$ cat src/rtl/eth_rx_frame_len_check.sv
// eth_rx_frame_len_check
// Single-region MFB stage that measures the byte length of each frame, flags
// undersize/oversize frames on the EOF word and forwards the stream through
// one registered stage with full backpressure.
// Optional statistics counters: define ETH_RX_FRAME_LEN_CHECK_STATS_EN.
module eth_rx_frame_len_check #(
  parameter int REGION_SIZE   = 8,
  parameter int BLOCK_SIZE    = 8,
  parameter int ITEM_WIDTH    = 8,
  parameter int RX_MTU        = 16383,
  parameter int MIN_FRAME_LEN = 64,
  parameter int CNT_WIDTH     = 64,
  localparam int WORD_BYTES   = REGION_SIZE * BLOCK_SIZE,
  localparam int DATA_W       = WORD_BYTES * ITEM_WIDTH,
  localparam int SOF_POS_W    = (REGION_SIZE > 1) ? $clog2(REGION_SIZE) : 1,
  localparam int EOF_POS_W    = (WORD_BYTES > 1) ? $clog2(WORD_BYTES) : 1
) (
  input  logic                 CLK,
  input  logic                 RESET,
  input  logic [DATA_W-1:0]    RX_MFB_DATA,
  input  logic [SOF_POS_W-1:0] RX_MFB_SOF_POS,
  input  logic [EOF_POS_W-1:0] RX_MFB_EOF_POS,
  input  logic                 RX_MFB_SOF,
  input  logic                 RX_MFB_EOF,
  input  logic                 RX_MFB_SRC_RDY,
  output logic                 RX_MFB_DST_RDY,
  output logic [DATA_W-1:0]    TX_MFB_DATA,
  output logic [SOF_POS_W-1:0] TX_MFB_SOF_POS,
  output logic [EOF_POS_W-1:0] TX_MFB_EOF_POS,
  output logic                 TX_MFB_SOF,
  output logic                 TX_MFB_EOF,
  output logic                 TX_MFB_SRC_RDY,
  input  logic                 TX_MFB_DST_RDY,
  output logic                 TX_MFB_ERROR,
  output logic [15:0]          TX_MFB_LEN,
  input  logic                 CNT_CLEAR,
  output logic [CNT_WIDTH-1:0] CNT_GOOD,
  output logic [CNT_WIDTH-1:0] CNT_UNDERSIZE,
  output logic [CNT_WIDTH-1:0] CNT_OVERSIZE
);

  localparam logic [15:0] W16     = 16'(WORD_BYTES);
  localparam logic [15:0] MIN_LEN = 16'(MIN_FRAME_LEN);
  localparam logic [15:0] MAX_LEN = 16'(RX_MTU);

  // Length arithmetic sticks at 16'hFFFF instead of wrapping, so a runaway
  // frame can never alias back into the legal range.
  function automatic logic [15:0] sat_add(input logic [15:0] a, input logic [15:0] b);
    logic [16:0] sum;
    sum = {1'b0, a} + {1'b0, b};
    return sum[16] ? 16'hFFFF : sum[15:0];
  endfunction

  function automatic logic len_illegal(input logic [15:0] len);
    return (len < MIN_LEN) || (len > MAX_LEN);
  endfunction

  logic        vld_p1;
  logic        dst_rdy;
  logic        accept;
  logic        in_frame;
  logic [15:0] acc;
  logic [15:0] sof_byte;
  logic [15:0] eof_byte;
  logic [15:0] acc_nx;
  logic        in_frame_nx;
  logic [15:0] len_c;
  logic        eof_ok_c;
  logic        err_c;

  logic [DATA_W-1:0]    data_p1;
  logic [SOF_POS_W-1:0] sof_pos_p1;
  logic [EOF_POS_W-1:0] eof_pos_p1;
  logic                 sof_p1;
  logic                 eof_p1;
  logic                 err_p1;
  logic [15:0]          len_p1;

  assign dst_rdy  = TX_MFB_DST_RDY || !vld_p1;
  assign accept   = RX_MFB_SRC_RDY && dst_rdy;
  assign sof_byte = 16'(RX_MFB_SOF_POS) * 16'(BLOCK_SIZE);
  assign eof_byte = 16'(RX_MFB_EOF_POS);
  assign err_c    = eof_ok_c && len_illegal(len_c);

  // Per-word length bookkeeping: closes the running frame on EOF and (re)opens
  // one on SOF. An EOF that does not close a known frame yields no length.
  // A single-word frame arriving mid-frame also abandons the old frame.
  always_comb begin
    acc_nx      = acc;
    in_frame_nx = in_frame;
    len_c       = '0;
    eof_ok_c    = 1'b0;
    if (RX_MFB_SOF && RX_MFB_EOF && (sof_byte <= eof_byte)) begin
      len_c       = eof_byte - sof_byte + 16'd1;
      eof_ok_c    = 1'b1;
      in_frame_nx = 1'b0;
    end else begin
      if (RX_MFB_EOF && in_frame) begin
        len_c       = sat_add(acc, eof_byte + 16'd1);
        eof_ok_c    = 1'b1;
        in_frame_nx = 1'b0;
      end
      if (RX_MFB_SOF) begin
        acc_nx      = W16 - sof_byte;
        in_frame_nx = 1'b1;
      end else if (!RX_MFB_EOF && in_frame) begin
        acc_nx = sat_add(acc, W16);
      end
    end
  end

  // Frame state advances only on accepted words.
  always_ff @(posedge CLK) begin
    if (RESET) begin
      in_frame <= 1'b0;
      acc      <= '0;
    end else if (accept) begin
      in_frame <= in_frame_nx;
      acc      <= acc_nx;
    end
  end

  // ---- stage p1: output register, holds while downstream stalls ----
  always_ff @(posedge CLK) begin
    if (RESET) begin
      vld_p1     <= 1'b0;
      data_p1    <= '0;
      sof_pos_p1 <= '0;
      eof_pos_p1 <= '0;
      sof_p1     <= 1'b0;
      eof_p1     <= 1'b0;
      err_p1     <= 1'b0;
      len_p1     <= '0;
    end else if (dst_rdy) begin
      vld_p1 <= RX_MFB_SRC_RDY;
      if (accept) begin
        data_p1    <= RX_MFB_DATA;
        sof_pos_p1 <= RX_MFB_SOF_POS;
        eof_pos_p1 <= RX_MFB_EOF_POS;
        sof_p1     <= RX_MFB_SOF;
        eof_p1     <= RX_MFB_EOF;
        err_p1     <= err_c;
        len_p1     <= len_c;
      end
    end
  end

  assign RX_MFB_DST_RDY = dst_rdy;
  assign TX_MFB_SRC_RDY = vld_p1;
  assign TX_MFB_DATA    = data_p1;
  assign TX_MFB_SOF_POS = sof_pos_p1;
  assign TX_MFB_EOF_POS = eof_pos_p1;
  assign TX_MFB_SOF     = sof_p1;
  assign TX_MFB_EOF     = eof_p1;
  assign TX_MFB_ERROR   = err_p1;
  assign TX_MFB_LEN     = len_p1;

`ifdef ETH_RX_FRAME_LEN_CHECK_STATS_EN
  logic [CNT_WIDTH-1:0] cnt_good_p1;
  logic [CNT_WIDTH-1:0] cnt_under_p1;
  logic [CNT_WIDTH-1:0] cnt_over_p1;

  // Classify each closed frame; clear has priority over a same-cycle count.
  always_ff @(posedge CLK) begin
    if (RESET || CNT_CLEAR) begin
      cnt_good_p1  <= '0;
      cnt_under_p1 <= '0;
      cnt_over_p1  <= '0;
    end else if (accept && eof_ok_c) begin
      if (len_c < MIN_LEN)      cnt_under_p1 <= cnt_under_p1 + 1'b1;
      else if (len_c > MAX_LEN) cnt_over_p1  <= cnt_over_p1 + 1'b1;
      else                      cnt_good_p1  <= cnt_good_p1 + 1'b1;
    end
  end

  assign CNT_GOOD      = cnt_good_p1;
  assign CNT_UNDERSIZE = cnt_under_p1;
  assign CNT_OVERSIZE  = cnt_over_p1;
`else
  logic unused_cnt_clear;
  assign unused_cnt_clear = CNT_CLEAR;
  assign CNT_GOOD         = '0;
  assign CNT_UNDERSIZE    = '0;
  assign CNT_OVERSIZE     = '0;
`endif

endmodule

$ cat config.mk
export PLATFORM = sky130hd
export DESIGN_NAME = eth_rx_frame_len_check
export DESIGN_NICKNAME = d
export VERILOG_FILES = /design/src/rtl/eth_rx_frame_len_check.sv
export SDC_FILE = /design/constraint.sdc
export NUM_CORES = 1
export LEC_CHECK = 0
export CORE_AREA = 2 2 486 488
export CTS_CLUSTER_DIAMETER = 30
export DETAILED_ROUTE_END_ITERATION = 10
export DIE_AREA = 0 0 488 490
export DONT_BUFFER_PORTS = 1
export PLACE_DENSITY_LB_ADDON = 0.15
export SLEW_MARGIN = 20
export SYNTH_ARGS = -nofsm -noshare
export SYNTH_HDL_FRONTEND = slang
export SYNTH_SLANG_ARGS = --single-unit
$ cat constraint.sdc
create_clock -name CLK -period 4.6 [get_ports CLK]
set_clock_uncertainty 0.15 [all_clocks]
set_input_delay 0.46 -clock CLK [delete_from_list [all_inputs] [get_ports CLK]]
set_output_delay 0.46 -clock CLK [all_outputs]
set_load 0.05 [all_outputs]
Yosys cells after proc, flatten, opt, wreduce, memory -nomap -nowiden
Index checks and enable logic that the tools add are counted.
{ "word_totals": {"out_inout_bits": 734, "in_bits": 528, "regBits": 558} }
{ "classes": {"n_reduce_logical": 15, "addsub": 6, "n_bitwise": 1, "muxes": 11, "magnitude_cmp": 3} }
{ "ops": {"columns": ["cell", "n"], "rows": [
  ["2-to-1 mux 16 bit", 6],
  ["adder 16 x 7 -> 17 bit", 1],
  ["adder 16 x 7 -> 17 bit, second input constant", 1],
  ["greater-than comparator 16 x 14 -> 1 bit, second input constant", 1],
  ["less-than comparator 16 x 7 -> 1 bit, second input constant", 1],
  ["adder 7 x 2 -> 8 bit, second input constant", 1],
  ["subtractor 7 x 6 -> 8 bit, first input constant", 1],
  ["adder 6 x 1 -> 7 bit, second input constant", 1],
  ["subtractor 6 x 6 -> 7 bit", 1],
  ["less-or-equal comparator 6 bit", 1],
  ["logical AND 1 bit", 6],
  ["2-to-1 mux 1 bit", 5],
  ["AND reduction 2 bit", 2],
  ["AND reduction 3 bit", 1],
  ["nonzero test 3 bit", 1],
  ["logical NOT 1 bit", 2],
  ["logical OR 1 bit", 2],
  ["nonzero test 2 bit", 1],
  ["NOT 1 bit", 1]
]} }

Depth between registers and ports, before layout
{ "logic_depth": {"depth_word": 8, "depth_mapped": 13} }

Worst setup path after synthesis
OpenSTA, ideal clock, no wires.
{ "synth_path": {"kind": "input-to-reg", "startpoint": "input port RX_MFB_EOF_POS[0]", "endpoint": "register err_p1 (netlist: TX_MFB_ERROR)", "t_required_ps": 4321, "stages": 11, "slack_ps": 1823, "setup_time_ps": 129, "t_arrival_ps": 2498, "path_cell_list": "inv_1 -> ha_1 -> inv_1 -> fa_1 -> a21o_1 -> a221oi_2 -> and2b_2 -> and3_2 -> nor3_1 -> nand4b_1 -> o22ai_1"} }
{ "synth_between": {"elab_chain_len": 8, "elab_cells_between_ends": 14, "classes_between": "add/sub (4); order compare (3); mux (4); reduce/logical (3)"} }
{ "synth_rtl": {"columns": ["item", "line", "source"], "rows": [
  ["start: declaration", "22", "input logic [EOF_POS_W-1:0] RX_MFB_EOF_POS,"],
  ["adder 6 x 1 -> 7 bit", "99", "len_c = sat_add(acc, eof_byte + 16'd1);"],
  ["adder 16 x 7 -> 17 bit", "50", "sum = {1'b0, a} + {1'b0, b};"],
  ["2-to-1 mux 16 bit", "51", "return sum[16] ? 16'hFFFF : sum[15:0];"],
  ["2-to-1 mux 16 bit", "98", "if (RX_MFB_EOF && in_frame) begin"],
  ["2-to-1 mux 16 bit", "93", "if (RX_MFB_SOF && RX_MFB_EOF && (sof_byte <= eof_byte)) begin"],
  ["less-than comparator 16 x 7 -> 1 bit or greater-than comparator 16 x 14 -> 1 bit (tied branches)", "55", "return (len < MIN_LEN) || (len > MAX_LEN);"],
  ["logical OR 1 bit", "55", null],
  ["logical AND 1 bit *", "83", "assign err_c = eof_ok_c && len_illegal(len_c);"],
  ["end signal: assignment", "142", "err_p1 <= err_c;"],
  ["end: declaration", "76", "logic err_p1;"]
]} }
Mark *: on every way between the ends. The rest lies on a longest branch, timed or not.
A chain may end at the register's enable or synchronous reset.

Final worst setup path
{ "layout_path": {"startpoint": "input port RX_MFB_SOF_POS[1]", "endpoint": "register len_p1[1] (netlist: TX_MFB_LEN[1])"} }
{ "layout_between": {"elab_chain_len": 3} }
{ "layout_rtl": {"columns": ["item", "line", "source"], "rows": [
  ["start: declaration", "21", "input logic [SOF_POS_W-1:0] RX_MFB_SOF_POS,"],
  ["less-or-equal comparator 6 bit", "93", null],
  ["logical AND 1 bit", "93", null],
  ["2-to-1 mux 16 bit", "93", null],
  ["end signal: assignment", "143", "len_p1 <= len_c;"],
  ["end: declaration", "77", "logic [15:0] len_p1;"]
]} }
No other way between the ends.

==> results.yml <==
global_routing:
  gr-max-usage-layer: "met2"
  grt_use_met2_pct: 18.8
  grt_pass1_vias: 23000
  grt_antenna_before_repair: 60
  grt_pass1_wl_um: 185000
  grt_max_degree: 365
  use_met1_pct: 11.6
  grt_usage_pct: 11.0
  grtUsageMet3_pct: 5.31
  grt.overflow.total: 0
floorplan:
  ios: 1262
  die_area_um2: 239000
  fp.dieW_um: 488
  initial_core_util_pct: 9.18
  design.core.area_um2: 234000
  rows: 178
  die_height_um: 490
yosys:
  ys_ff_latch: 556
  synth_top_family_by_area: "simple AND/OR/NAND/NOR gates"
  synthXorXnorAreaFrac_pct: 0.571
  netlist_instances: 2765
  synth_cell_type_count: 54
  ys_async_sr_fraction_pct: 0
  synthAdderAreaFrac_pct: 1.04
  synth_edf_count: 0
  seq_area_frac_synth_pct: 51.8
  synthMuxAreaShare_pct: 0
  syn_avg_cell_area_um2: 7.77
  yosysWarnings: 0
  synth_simple_gate_area_share_pct: 21.1
  syn_area_um2: 21500
  synth_ff_type: "dfxtp_1"
  synth-compound-area-share_pct: 15.0
clock_tree:
  cts_resized: 0
  cts_htree_levels: 4
  clk_path_buf_depth: 3
  root_buffer: "clkbuf_16"
  clock-sinks: 556
  insertion_delay_ns: 0.79
  post_cts_buffers: 0
  clkTransAtPathRegs_ns: 0.04
  ctsHoldBuffers: 877
  numCtsBuffers: 202
  cts_tree: "built"
setup_path:
  r2r_end: "TX_MFB_DATA[370]$_SDFFE_PP0P_"
  r2r_slack_ns: 1.15
  path_max_fanout: 8
  start_kind: "input port"
  reg2reg_depth: 8
  cp-end-kind: "register"
  rr_startpoint: "TX_MFB_SRC_RDY$_SDFFE_PP0N_"
  crit_type: "input port to register"
  cp_data_arrival_time_ns: 4.17
  required_ns: 5.17
sta:
  finalMaxSlewViolations: 288
  min_period_over_period_pct: 78.3
  setup_viol: 0
  setup_tns_ns: 0
  period_needed_ns: 3.60
  rsz0062_at_grt: "no"
  slew_headroom_pct: -177
  fmax_ghz: 0.278
  finalHoldViolCount: 0
  worst_slew_pin_slew_ns: 4.16
cells_and_area:
  fin_area_um2: 39900
  multiInputGateArea_um2: 8830
  drive_above_1_share_pct: 9.62
  synthToLayoutAreaGrowth_pct: 86.0
  ff_latch_area_um2: 11100
  num-fill-cells: 26400
  nNetsFinal: 4229
min_path:
  hold_path_startpoint: "TX_MFB_DST_RDY"
  hp-class: "input port to register"
  min_path_cells: 3
  min_delay_worst_endpoint: "TX_MFB_SRC_RDY$_SDFFE_PP0N_"
routing:
  drc_errors: 0
  wl_per_cell_um: 19.7
  firstDrtPassIters: 5
  routed_wirelength_um: 138000
  num_vias: 22600
  antenna_violating_nets_post_route: 0
  drt_iter0_drc: 905
  routed_via_density: 3.21
power:
  leakage_nw: 15.9
  power.density_nw_per_um2: 537
  ir_drop_uv: 409
placement:
  placed_area_um2: 24300
  portBuffers: 0
  gp_congestion: 0.818
  dp_hpwl_um: 99500
run:
  maxCapViolCount: 0
run_status:
  status: "finished, violations left"
  violations: "max-slew violations"
-- routing by layer --
metal  wire length, µm  share of wire [%]
met1             51500                 37
met2             67100                 49
met3             15000                 11
met4              4280                3.1
met5               305               0.22
-- worst max-delay path by stage --
stage	start	to	slack [ns]	depth (start not counted)
global placement	RX_MFB_EOF_POS[3]	TX_MFB_ERROR$_SDFFE_PP0P_	1.37	11
CTS	RX_MFB_SOF_POS[1]	TX_MFB_LEN[1]$_SDFFE_PP0P_	1.10	10
global route	RX_MFB_SOF_POS[1]	TX_MFB_LEN[1]$_SDFFE_PP0P_	0.89	11
finish	RX_MFB_SOF_POS[1]	TX_MFB_LEN[1]$_SDFFE_PP0P_	1.0	11
floorplan	RX_MFB_EOF_POS[0]	TX_MFB_ERROR$_SDFFE_PP0P_	1.82	11
detailed placement	RX_MFB_EOF_POS[3]	TX_MFB_ERROR$_SDFFE_PP0P_	1.40	11
-- Yosys cell counts (2+ instances only) --
master / instances / area share, %
nand4b_1: 2 / 0.082
or3_1: 2 / 0.058
nor2b_1: 2 / 0.058
and3_2: 3 / 0.10
dfxtp_1: 556 / 52
nand2b_1: 4 / 0.12
inv_1: 17 / 0.30
clkbuf_1: 171 / 3.0
a211oi_1: 3 / 0.10
nand3b_1: 4 / 0.14
nor3_1: 13 / 0.30
o21ai_0: 23 / 0.54
or3_2: 2 / 0.070
nand2_1: 1065 / 19
fa_1: 3 / 0.28
ha_1: 13 / 0.76
a31oi_1: 2 / 0.058
o22ai_1: 7 / 0.20
o221a_2: 4 / 0.21
nor2_1: 34 / 0.59
and3_1: 4 / 0.12
a22oi_1: 2 / 0.070
or2_2: 2 / 0.058
xnor2_1: 7 / 0.29
buf_4: 195 / 6.8
nor4_1: 3 / 0.087
xor2_1: 7 / 0.29
nand3_1: 11 / 0.26
o211ai_1: 6 / 0.21
a32oi_1: 6 / 0.24
buf_2: 4 / 0.093
buf_1: 15 / 0.26
a21o_1: 3 / 0.10
a21oi_1: 550 / 13
-- kinds of logic (layout without fill, tap and decap cells) --
kind of cell / after synthesis / after routing
AND/OR/NAND/NOR: 1161 / 1161
XOR/XNOR: 14 / 14
adder cells (fa/ha/maj): 16 / 16
buffers and inverters: 402 / 1292
other: 1 / 216
flip-flops: 556 / 556
AO/OA/AOI/OAI: 615 / 615
-- cell usage in the layout, fill, tap and decap left out, types with 9 or more instances in the layout --
master | Yosys | routed
nor2_1 | 34 | 34
clkinv_2 | 0 | 37
clkbuf_16 | 0 | 204
buf_4 | 195 | 21
dlygate4sd3_1 | 0 | 877
nand3_1 | 11 | 11
dfxtp_1 | 556 | 556
conb_1 | 1 | 192
clkbuf_8 | 0 | 51
ha_1 | 13 | 13
o21ai_0 | 23 | 23
a21oi_1 | 550 | 550
bufinv_16 | 0 | 9
inv_1 | 17 | 17
clkbuf_1 | 171 | 51
nor3_1 | 13 | 13
diode_2 | 0 | 24
nand2_1 | 1065 | 1064
buf_12 | 0 | 10
-- power breakdown --
group,total [mW],switching [mW],internal [mW]
logic,1.85,1.09,0.765
registers,6.41,1.28,5.12
clock network,13.2,3.89,9.32
-- final cells by class --
class | instances | area share (%)
Sequential cell | 556 | 27.9
Timing Repair Buffer | 910 | 23.0
Antenna cell | 24 | 0.150
Inverter | 17 | 0.160
Tap cell | 3150 | 9.87
Clock buffer | 306 | 15.0
Multi-Input combinational cell | 1998 | 22.1
Clock inverter | 59 | 1.83
-- critical path, cell delays in order --
cell	delay (ns)
dlygate4sd3_1	0.76
inv_1	0.22
ha_1	0.35
nand4_1	0.11
o21ai_2	0.41
nand3_2	0.15
dlygate4sd3_1	0.71
nand3b_1	0.13
o211ai_1	0.10
dlygate4sd3_1	0.64
a21oi_1	0.13
-- sequential cells by signal (all words and copies together) (netlist names), 3 cells and up --
signal          cells
acc                14
TX_MFB_SOF_POS      3
TX_MFB_DATA       512
TX_MFB_LEN         16
TX_MFB_EOF_POS      6
-- per-stage QoR --
| step | instances | hold WS [ns] | power, mW | worst slack, ns | util, % |
|---|---|---|---|---|---|
| 2_1_floorplan | 2956 | 0.329 | 7.34 | 1.82 | - |
| 3_3_place_gp | 5752 | 0.348 | 7.66 | 1.37 | 10.4 |
| 3_5_place_dp | 5752 | 0.367 | 7.66 | 1.40 | 10.4 |
| 4_1_cts | 6994 | 0.00662 | 21.9 | 1.10 | 17.0 |
| 5_1_grt | 7006 | 0.0428 | 22.3 | 0.891 | 17.1 |
| 6_report | 7020 | 0.0449 | 21.5 | 0.997 | 17.1 |
Power figures use the tool's default switching activity.
==> edit, RTL diff (same flow settings) <==
The option `ETH_RX_FRAME_LEN_CHECK_STATS_EN` is turned on by a define.
--- a/src/rtl/eth_rx_frame_len_check.sv
+++ b/src/rtl/eth_rx_frame_len_check.sv
@@ -3,6 +3,8 @@
 // undersize/oversize frames on the EOF word and forwards the stream through
 // one registered stage with full backpressure.
 // Optional statistics counters: define ETH_RX_FRAME_LEN_CHECK_STATS_EN.
+`define ETH_RX_FRAME_LEN_CHECK_STATS_EN
+
 module eth_rx_frame_len_check #(
   parameter int REGION_SIZE   = 8,
   parameter int BLOCK_SIZE    = 8,
Check against the original RTL: not settled (the Yosys comparison gave no result); the edit may change what the design does.
==> edit against the original RTL <==
Area after synthesis grew 38%; hold slack improved by 0.033 ns; largest power group unchanged; first-iteration DRC count increased by 130%; die area unchanged; total power increased by 35%; worst setup slack got worse by 0.64 ns; wire length rose by 53%; design area rose by 31%; sequential cell count is 192 higher; critical path depth is 3 higher; highest routed layer unchanged.
==> edit: results (changes against the original RTL) <==
Placed Area 0.03350 mm2 (+38%); final WL 211.7 mm (+53%); final RePlAce weighted congestion 0.9193 (+12%); clk_buf instances 442 (+44%); Peak VDD IR 0.0002524 V (-38%); xor/xnor share of the synthesized area 0.01210 (+0.006392); depth of the worst hold-timing path 2 (-1); #MultiIn Comb 2706 (+35%); met2 Resource Use GR 0.2849 (+0.09690); depth of the most critical reg-to-reg path 13 (+5); Clock Path Buffers 4 (+1); P_clk 19.0 mW (+44%); CTS Buf Count 299 (+48%); hpwl dp 160.0 mm (+61%); fin cells 8184 (+17%); Layout Nets 5336 (+26%); outcome finished, final reports clean; fillers 25830 (-2.3%); worst hold endpoint TX_MFB_DATA[275]; r2r setup slk 0.43 ns (-0.72 ns); post-synthesis compound-gate area fraction 0.1747 (+0.02497); H-tree depth 5 (+1); CP peak stage delay 0.69 ns (-0.07 ns); fin crit share 0.9234 (+0.1401); pin count of the biggest net entering global routing 254 (-30%); distinct cell type count after synthesis 78 (+44%); initial antenna violation count 76 (+27%); hold_sp RESET; reg2reg start acc[2]; commonest cells in the synthesized netlist nand2_1 (1148), dfxtp_1 (748), a21oi_1 (708), clkbuf_1 (235), o21ai_0 (104)
==> edit: changes by cell type in the layout (fill, tap and decap cells not counted), moves of 59 or more <==
| cell | unedited run | this run |
|---|---|---|
| clkbuf_16 | 204 | 301 |
| nand4_1 | 1 | 60 |
| buf_4 | 21 | 84 |
| or4_1 | 0 | 67 |
| nand2_1 | 1064 | 1147 |
| or3_1 | 2 | 78 |
| conb_1 | 192 | 0 |
| nor2_1 | 34 | 97 |
| o21ai_0 | 23 | 103 |
| nand3_1 | 11 | 81 |
| a21oi_1 | 550 | 708 |
| dfxtp_1 | 556 | 748 |
| o31ai_1 | 0 | 62 |
==> edit: routing by layer <==
metal | part of all wire | up-vias
met1 | 0.37 | 15810
met3 | 0.11 | 369
met5 | 0.00090 | -
met4 | 0.040 | 30
li1 | - | 15180
met2 | 0.48 | 1459
